`config.mk`:
```
export PLATFORM = sky130hd
export DESIGN_NAME = debug_pipe_ctrl
export DESIGN_NICKNAME = d
export VERILOG_FILES = /design/src/rtl/debug_pipe_ctrl.sv
export SDC_FILE = /design/constraint.sdc
export NUM_CORES = 1
export LEC_CHECK = 0
export ABC_AREA = 1
export BUFFER_PORTS_ARGS = -buffer_cell sky130_fd_sc_hd__buf_4
export CAP_MARGIN = 20
export CORE_MARGIN = 2
export CORE_UTILIZATION = 48
export CTS_CLUSTER_DIAMETER = 150
export CTS_CLUSTER_SIZE = 30
export DETAILED_ROUTE_END_ITERATION = 12
export PLACE_DENSITY = 0.77
export RECOVER_POWER = 100
export SKIP_CTS_REPAIR_TIMING = 1
export SYNTH_ARGS = -nofsm -noshare
export SYNTH_HDL_FRONTEND = slang
export SYNTH_SLANG_ARGS = --single-unit
```
`constraint.sdc`:
```
create_clock -name i_clk -period 2.55 [get_ports i_clk]
set_clock_uncertainty 0.1 [all_clocks]
set_input_delay 0.51 -clock i_clk [delete_from_list [all_inputs] [get_ports i_clk]]
set_output_delay 0.51 -clock i_clk [all_outputs]
set_load 0.05 [all_outputs]
```
`src/rtl/debug_pipe_ctrl.sv`:
```
// Debug sequencer for the 5-stage pipeline. It runs, steps or halts the core
// from debug commands. While the core is stopped it scans the register file
// and then the cycle counter out over a valid/ready stream.
module debug_pipe_ctrl #(
  parameter int unsigned LEN     = 32,
  parameter int unsigned NB_REG  = 32,
  parameter int unsigned NB_ADDR = 5
) (
  input  logic               i_clk,
  input  logic               i_rst,
  input  logic               i_cmd_valid,
  input  logic [1:0]         i_cmd,
  output logic               o_cmd_ready,
  input  logic               i_halt_instr,
  output logic               o_pipe_en,
  output logic               o_dbg_sel,
  output logic [NB_ADDR-1:0] o_dbg_reg_addr,
  input  logic [LEN-1:0]     i_dbg_reg_data,
  output logic               o_data_valid,
  output logic [LEN-1:0]     o_data,
  input  logic               i_data_ready,
  output logic [LEN-1:0]     o_cycle_count,
  output logic               o_prog_done
);

  // One extra index bit lets NB_REG == 2**NB_ADDR reach the count slot without wrapping
  localparam int unsigned IDX_W = NB_ADDR + 1;

  localparam logic [1:0] CMD_HALT = 2'b00;
  localparam logic [1:0] CMD_RUN  = 2'b01;
  localparam logic [1:0] CMD_STEP = 2'b10;
  localparam logic [1:0] CMD_DUMP = 2'b11;

  typedef enum logic [1:0] {
    S_IDLE = 2'b00,
    S_RUN  = 2'b01,
    S_STEP = 2'b10,
    S_DUMP = 2'b11
  } state_t;

  state_t             r_state;
  state_t             w_next_state;
  logic [IDX_W-1:0]   r_idx;
  logic               r_last;
  logic               r_data_valid;
  logic [LEN-1:0]     r_data;
  logic [LEN-1:0]     r_cycle_count;
  logic               r_prog_done;

  logic               w_cmd_fire;
  logic               w_load;
  logic               w_last_acc;
  logic               w_dump_entry;

  assign w_cmd_fire   = i_cmd_valid && o_cmd_ready;
  assign w_load       = (r_state == S_DUMP) && !r_last && (!r_data_valid || i_data_ready);
  assign w_last_acc   = (r_state == S_DUMP) && r_last && r_data_valid && i_data_ready;
  assign w_dump_entry = (r_state != S_DUMP) && (w_next_state == S_DUMP);

  // State register
  always_ff @(posedge i_clk or posedge i_rst) begin
    if (i_rst) begin
      r_state <= S_IDLE;
    end else begin
      r_state <= w_next_state;
    end
  end

  // Next-state decode; a HALT opcode in RUN outranks any simultaneous command
  always_comb begin
    w_next_state = r_state;
    case (r_state)
      S_IDLE: begin
        if (w_cmd_fire) begin
          case (i_cmd)
            CMD_RUN:  w_next_state = r_prog_done ? S_IDLE : S_RUN;
            CMD_STEP: w_next_state = r_prog_done ? S_IDLE : S_STEP;
            CMD_DUMP: w_next_state = S_DUMP;
            default:  w_next_state = S_IDLE;
          endcase
        end
      end
      S_RUN: begin
        if (i_halt_instr) begin
          w_next_state = S_IDLE;
        end else if (w_cmd_fire && (i_cmd == CMD_HALT)) begin
          w_next_state = S_IDLE;
        end
      end
      S_STEP: begin
        w_next_state = S_IDLE;
      end
      S_DUMP: begin
        if (w_last_acc) begin
          w_next_state = S_IDLE;
        end
      end
      default: w_next_state = S_IDLE;
    endcase
  end

  // State-decoded control outputs
  always_comb begin
    o_cmd_ready    = 1'b0;
    o_pipe_en      = 1'b0;
    o_dbg_sel      = 1'b0;
    o_dbg_reg_addr = '0;
    case (r_state)
      S_IDLE: begin
        o_cmd_ready = 1'b1;
      end
      S_RUN: begin
        o_cmd_ready = 1'b1;
        o_pipe_en   = 1'b1;
      end
      S_STEP: begin
        o_pipe_en = 1'b1;
      end
      S_DUMP: begin
        o_dbg_sel      = 1'b1;
        o_dbg_reg_addr = r_idx[NB_ADDR-1:0];
      end
      default: ;
    endcase
  end

  // Saturating count of enabled cycles and sticky program-done flag
  always_ff @(posedge i_clk or posedge i_rst) begin
    if (i_rst) begin
      r_cycle_count <= '0;
      r_prog_done   <= 1'b0;
    end else begin
      if (o_pipe_en && (r_cycle_count != {LEN{1'b1}})) begin
        r_cycle_count <= r_cycle_count + LEN'(1);
      end
      if (o_pipe_en && i_halt_instr) begin
        r_prog_done <= 1'b1;
      end
    end
  end

  // Dump scanner: registers in order, then the cycle count, each held until taken
  always_ff @(posedge i_clk or posedge i_rst) begin
    if (i_rst) begin
      r_idx        <= '0;
      r_last       <= 1'b0;
      r_data_valid <= 1'b0;
      r_data       <= '0;
    end else if (w_dump_entry) begin
      r_idx  <= '0;
      r_last <= 1'b0;
    end else if (w_load) begin
      if (r_idx == IDX_W'(NB_REG)) begin
        r_data <= r_cycle_count;
        r_last <= 1'b1;
      end else begin
        r_data <= i_dbg_reg_data;
        r_idx  <= r_idx + IDX_W'(1);
      end
      r_data_valid <= 1'b1;
    end else if (w_last_acc) begin
      r_data_valid <= 1'b0;
      r_last       <= 1'b0;
    end
  end

  assign o_data_valid  = r_data_valid;
  assign o_data        = r_data;
  assign o_cycle_count = r_cycle_count;
  assign o_prog_done   = r_prog_done;

endmodule

```
==> results.yml, run 1 <==
run_status:
  status: "completed"
clock_network:
  clk_pin_slew_ps: 90
  cts_max_level: 3
  root_buffer: "clkbuf_8"
  numCtsBuffers: 9
  cts_sinks: 75
  clk_latency_ps: 360
  clk_path_buf_depth: 2
  tritoncts: "done"
global_routing:
  grt_pass1_vias: 3854
  grt_pass1_wl_um: 19060
  grt_max_degree: 44
  antenna_found_initial: 0
  grtUsageMet2: 0.4095
  grt_use_total: 0.2487
  gr-total-overflow: 0
  grt.busiest_layer: "met2"
  grt.met3_usage: 0.04892
  gr-usage-met1: 0.3428
detailed_routing:
  dr.pass1.iters: 5
  viasPerCell: 5.151
  via_count: 3930
  drt_iter0_markers: 217
  wl_per_cell_um: 15.42
  finalWirelength_um: 11760
  drc: 0
  ant_nets: 0
timing:
  rsz0062_at_grt: "no"
  slew_headroom: 0.2698
  max_freq_ghz: 0.4305
  setup_slack_ps: 227.0
  fin_crit_sh: 0.9110
  tightest_slew_ps: 1095
  totalNegativeSetupSlack_ps: 0
  finalSetupViolations: 0
  min_period_ps: 2323
  maxSlewViolCount: 0
  hold_viol_final: 0
floorplanning:
  rows: 34
  dieArea_mm2: 0.009544
  die_h_um: 97.70
  core_area_mm2: 0.008636
  io_pins: 113
  die_x_um: 97.70
  initial_utilization: 0.4880
power:
  power_frac_seq: 0.322
  peakVddDrop_mv: 0.5270
  sw_frac_of_total: 0.4937
  power_frac_comb: 0.451
  power.internal_uw: 2807
  powerDensity_mw_per_mm2: 1094
  pwr-share-clk: 0.227
  p_leak_uw: 0.002306
  switching_power_uw: 2737
  finalPower_uw: 5544
job:
  drv_cap: 0
logic_synthesis:
  synth.avg_cell_area_um2: 7.847
  synthesis.area_mm2: 0.004214
  ys_seq_elements: 75
  synth_edf_count: 0
  synth_top_family_by_area: "simple AND/OR/NAND/NOR gates"
  async_flop_share: 1.000
  ys.flop_type: "dfrtp_1"
  synth_top_area_share: 0.4454
  synth_cell_type_count: 30
  synth.area.top_cells: "dfrtp_1, nand2_1, xor2_1"
  syn_nets: 582
  synth_mux_area_frac: 0
  syn_inst: 537
  synthAdderAreaFrac: 0.01781
  synth-simple-area-share: 0.2782
  synth-xor-area-share: 0.06651
  ys_seq_area_frac: 0.4454
  synth_warnings: 0
  yosysTopAreaCell: "dfrtp_1"
  synth_compound_area_frac: 0.1045
setup_path:
  path_buf_inv: 2
  path_delay_family: "adder cells"
  crit_arrival_ps: 1710
  cp.required_ps: 1940
  endpoint_kind: "output port"
  start_kind: "flop"
  cp_slowest_cell: "ha_1"
  cp_max_fo: 6
  critical_path_class: "flop to output port"
  cp_cell_sequence: "inv_1 > ha_1 > clkbuf_2"
  cp_slowest_stage_delay_ps: 540
finish:
  utilization: 0.5866
  finalNetCount: 695
  final_common_cell: "nand2_1"
  drive_above_1_share: 0.1115
  n_antenna_cell: 0
  most-common-layout-cells: "nand2_1, dfrtp_1, clkbuf_1, inv_1, buf_4"
  areaGrowthSynthToFinish_pct: 20.22
place:
  post-dp-hpwl_um: 8918
  routabilityCongestion: 0.9615
  io_buffer_count: 112
  preCtsSetupSlack_ps: 454.8
min_path:
  hold_path_class: "primary input to asynchronous set/reset pin"
## stage by stage
| step | hold WS, ps | instance area [um^2] | std cells |
|---|---|---|---|
| after floorplan | 391.2 | 4214 | 537 |
| after global placement | 380.2 | 5155 | 747 |
| after detailed placement | 385.8 | 5155 | 747 |
| after CTS | 16.08 | 5425 | 763 |
| after global routing | 165.7 | 5066 | 763 |
| final | 98.37 | 5066 | 763 |
## registers in the layout, summed over array words and instances (netlist names)
name,cells
o_cycle_count,32
o_data_valid,1
r_state,2
r_last,1
o_data,32
r_idx,6
o_prog_done,1
## final cells by class
type,count,area [um^2]
tap,108,135.1
clock buffer,9,123.9
clock inverter,7,146.4
inverter,69,264.0
fill,882,3570
sequential,75,1877
multi-input combinational,377,1904
timing repair buffer,118,615.6
## power groups by stage
| stage | sequential, uW | clock, uW | combinational, uW |
|---|---|---|---|
| floorplan | 2800 | 0 | 1100 |
| finish | 1780 | 1260 | 2500 |
| global placement | 1780 | 0 | 2800 |
| global route | 1820 | 1320 | 2670 |
| CTS | 1790 | 1270 | 2870 |
| detailed placement | 1800 | 0 | 2870 |
## cell families after synthesis
| group | after synthesis |
|---|---|
| AOI/OAI and AO/OA | 60 |
| xor gates and xnor gates | 32 |
| buffers and inverters | 85 |
| DFF | 75 |
| adders and majority gates | 6 |
| and+or+nand+nor | 279 |
## worst reg2reg max path, stage by stage, from the launching register on
cell     delay (ps)
dfrtp_1         470
ha_1            260
inv_1           100
nor2_1          220
nand2_1         190
nor2_4          190
nand2_4         100
nand2_8         140
inv_6           140
nand2_1         100
o21ai_0          80
## cell usage after synthesis, types with 2 or more instances
cell,n
a21oi_1,3
buf_2,6
buf_4,2
buf_6,4
clkbuf_1,4
dfrtp_1,75
ha_1,6
inv_1,63
inv_2,5
nand2_1,187
nand2_2,2
nand3_1,27
nand4_1,5
nor2_1,33
nor2_2,2
nor3_1,17
nor3_2,2
o211ai_1,31
o21ai_0,7
o21ai_1,2
o21ai_2,15
xor2_1,31
## worst paths after layout
check / start / to / slack (ps) / cells after the start
worst min-delay path: i_rst / o_prog_done / 100 / 2
worst max register to register: o_cycle_count[0] / o_cycle_count[18] / 340 / 10
max in group asynchronous: i_rst / o_cycle_count[31] / 790 / 3
worst max-delay path: r_state[1] / o_pipe_en / 230 / 3
min in group i_clk: i_halt_instr / o_prog_done / 250 / 3
worst min register to register: o_prog_done / o_prog_done / 400 / 2
## metal layers
metal | up-vias | wire length, um
met5 | - | 0
met4 | 0 | 82
met3 | 8 | 587
met2 | 110 | 5822
met1 | 1875 | 5269
li1 | 1937 | -
No activity file was read; power rests on OpenSTA's default activity.
==> inputs of run 2 (changes only) <==
Settings changed: CTS_CLUSTER_SIZE 30 to 40, MAX_ROUTING_LAYER set to met4.
==> run 2 against run 1 <==
  * Largest power group unchanged
  * Cell area down 1.6%
  * Total power down 8.0%
  * Largest cell class unchanged
  * Clock-buffer cell count unchanged
  * Global-route usage up 1.9 points
  * Critical path depth unchanged
  * Core utilization down 0.91 points
  * Sequential power about the same
  * Fmax up 0.89%
==> results.yml, run 2 (synthesized netlist as in run 1, its figures left out) <==
detailed_routing:
  drc: 0
  viasPerCell: 5.224
  ant_nets: 0
  drt_iter0_markers: 158
  finalWirelength_um: 12010
  dr.pass1.iters: 4
  via_count: 3991
  wl_per_cell_um: 15.72
power:
  peakVddDrop_mv: 0.5017
  p_leak_uw: 0.002258
  powerDensity_mw_per_mm2: 1023
global_routing:
  gr-total-overflow: 0
  grt_max_degree: 43
  grt_pass1_vias: 3931
  grt_use_total: 0.2676
  grt_pass1_wl_um: 19750
  antenna_found_initial: 0
clock_network:
  root_buffer: "clkbuf_8"
  clk_pin_slew_ps: 80
  numCtsBuffers: 9
  clk_latency_ps: 350
  cts_sinks: 75
  clk_path_buf_depth: 2
  cts_max_level: 3
  tritoncts: "done"
finish:
  most-common-layout-cells: "nand2_1, dfrtp_1, clkbuf_1, inv_1, buf_4"
  drive_above_1_share: 0.1128
  finalNetCount: 696
  fill_cells: 876
  final_common_cell: "nand2_1"
  utilization: 0.5775
  n_antenna_cell: 0
  areaGrowthSynthToFinish_pct: 18.35
run_status:
  status: "completed"
setup_path:
  critical_path_class: "flop to output port"
  crit_arrival_ps: 1690
  cp.required_ps: 1940
  cp_max_fo: 6
  start_kind: "flop"
  endpoint_kind: "output port"
timing:
  fin_crit_sh: 0.9029
  tightest_slew_ps: 971.3
  maxSlewViolCount: 0
  hold_viol_final: 0
  finalSetupViolations: 0
  rsz0062_at_grt: "no"
  max_freq_ghz: 0.4343
  totalNegativeSetupSlack_ps: 0
  slew_headroom: 0.3518
  min_period_ps: 2302
floorplanning:
  dieArea_mm2: 0.009544
  io_pins: 113
  die_x_um: 97.70
  rows: 34
  core_area_mm2: 0.008636
  initial_utilization: 0.4880
  die_h_um: 97.70
min_path:
  hold_path_class: "primary input to flop"
place:
  routabilityCongestion: 0.9348
  io_buffer_count: 112
  post-dp-hpwl_um: 9198
job:
  drv_cap: 0
==> run 2: cell types whose count changed in the layout (fill, tap and decap cells not counted), moves of 3 or more <==
cell | previous run | this run
clkinv_2 | 0 | 3
bufinv_16 | 4 | 0
inv_6 | 4 | 1
clkinvlp_4 | 0 | 4
==> run 2: final cells by class <==
type / instances / area [um^2] / area share
Inverter: 69 / 264.0 / 0.05294
Multi-Input combinational cell: 377 / 1904 / 0.3818
Tap cell: 108 / 135.1 / 0.02709
Clock buffer: 9 / 123.9 / 0.02484
Sequential cell: 75 / 1877 / 0.3763
Clock inverter: 7 / 45.04 / 0.009032
Timing Repair Buffer: 119 / 638.1 / 0.1279
==> run 2: power by group <==
part	total, uW	internal (uW)	switching, uW	leakage [uW]
Combinational	2520	520	2000	0.00120
Sequential	1780	1530	248	0.000976
Clock	807	347	460	0.0000770
==> run 2: critical path, cell delays in order (launching register included) <==
cell      delay (ps)
dfrtp_1          380
inv_1             90
ha_1             520
clkbuf_2         350
==> run 2: per-layer routing <==
metal	GRT usage	share of wire	wire [um]	up-vias
li1	-	-	-	1934
met4	0.07051	0.010	125	0
met1	0.3532	0.45	5356	1924
met3	0.04101	0.051	615	12
met2	0.4350	0.49	5913	121
met5	-	0	0	-
==> run 2: final timing paths <==
path                       cells past startpoint  slack (ps)                to    startpoint
setup reg to reg                              10         390        o_data[21]    r_state[0]
setup / recovery                               3         250         o_pipe_en    r_state[1]
max in group asynchronous                      3         800  o_cycle_count[0]         i_rst
hold / removal                                 3         270       o_prog_done  i_halt_instr
min in group asynchronous                      2         280        o_data[30]         i_rst
hold reg to reg                                2         410       o_prog_done   o_prog_done
==> run 2: per-stage QoR <==
| stage | setup slack (ps) | total power, uW | std cells | hold WS (ps) | instance area [um^2] |
|---|---|---|---|---|---|
| after floorplan | 30.02 | 3905 | 537 | 391.2 | 4214 |
| after global placement | 556.3 | 4607 | 748 | 379.3 | 5175 |
| after detailed placement | 454.6 | 4682 | 748 | 403.4 | 5175 |
| after CTS | 317.5 | 5492 | 764 | 122.9 | 5344 |
| after global routing | 136.0 | 5416 | 764 | 263.6 | 4987 |
| final | 247.5 | 5101 | 764 | 269.9 | 4987 |
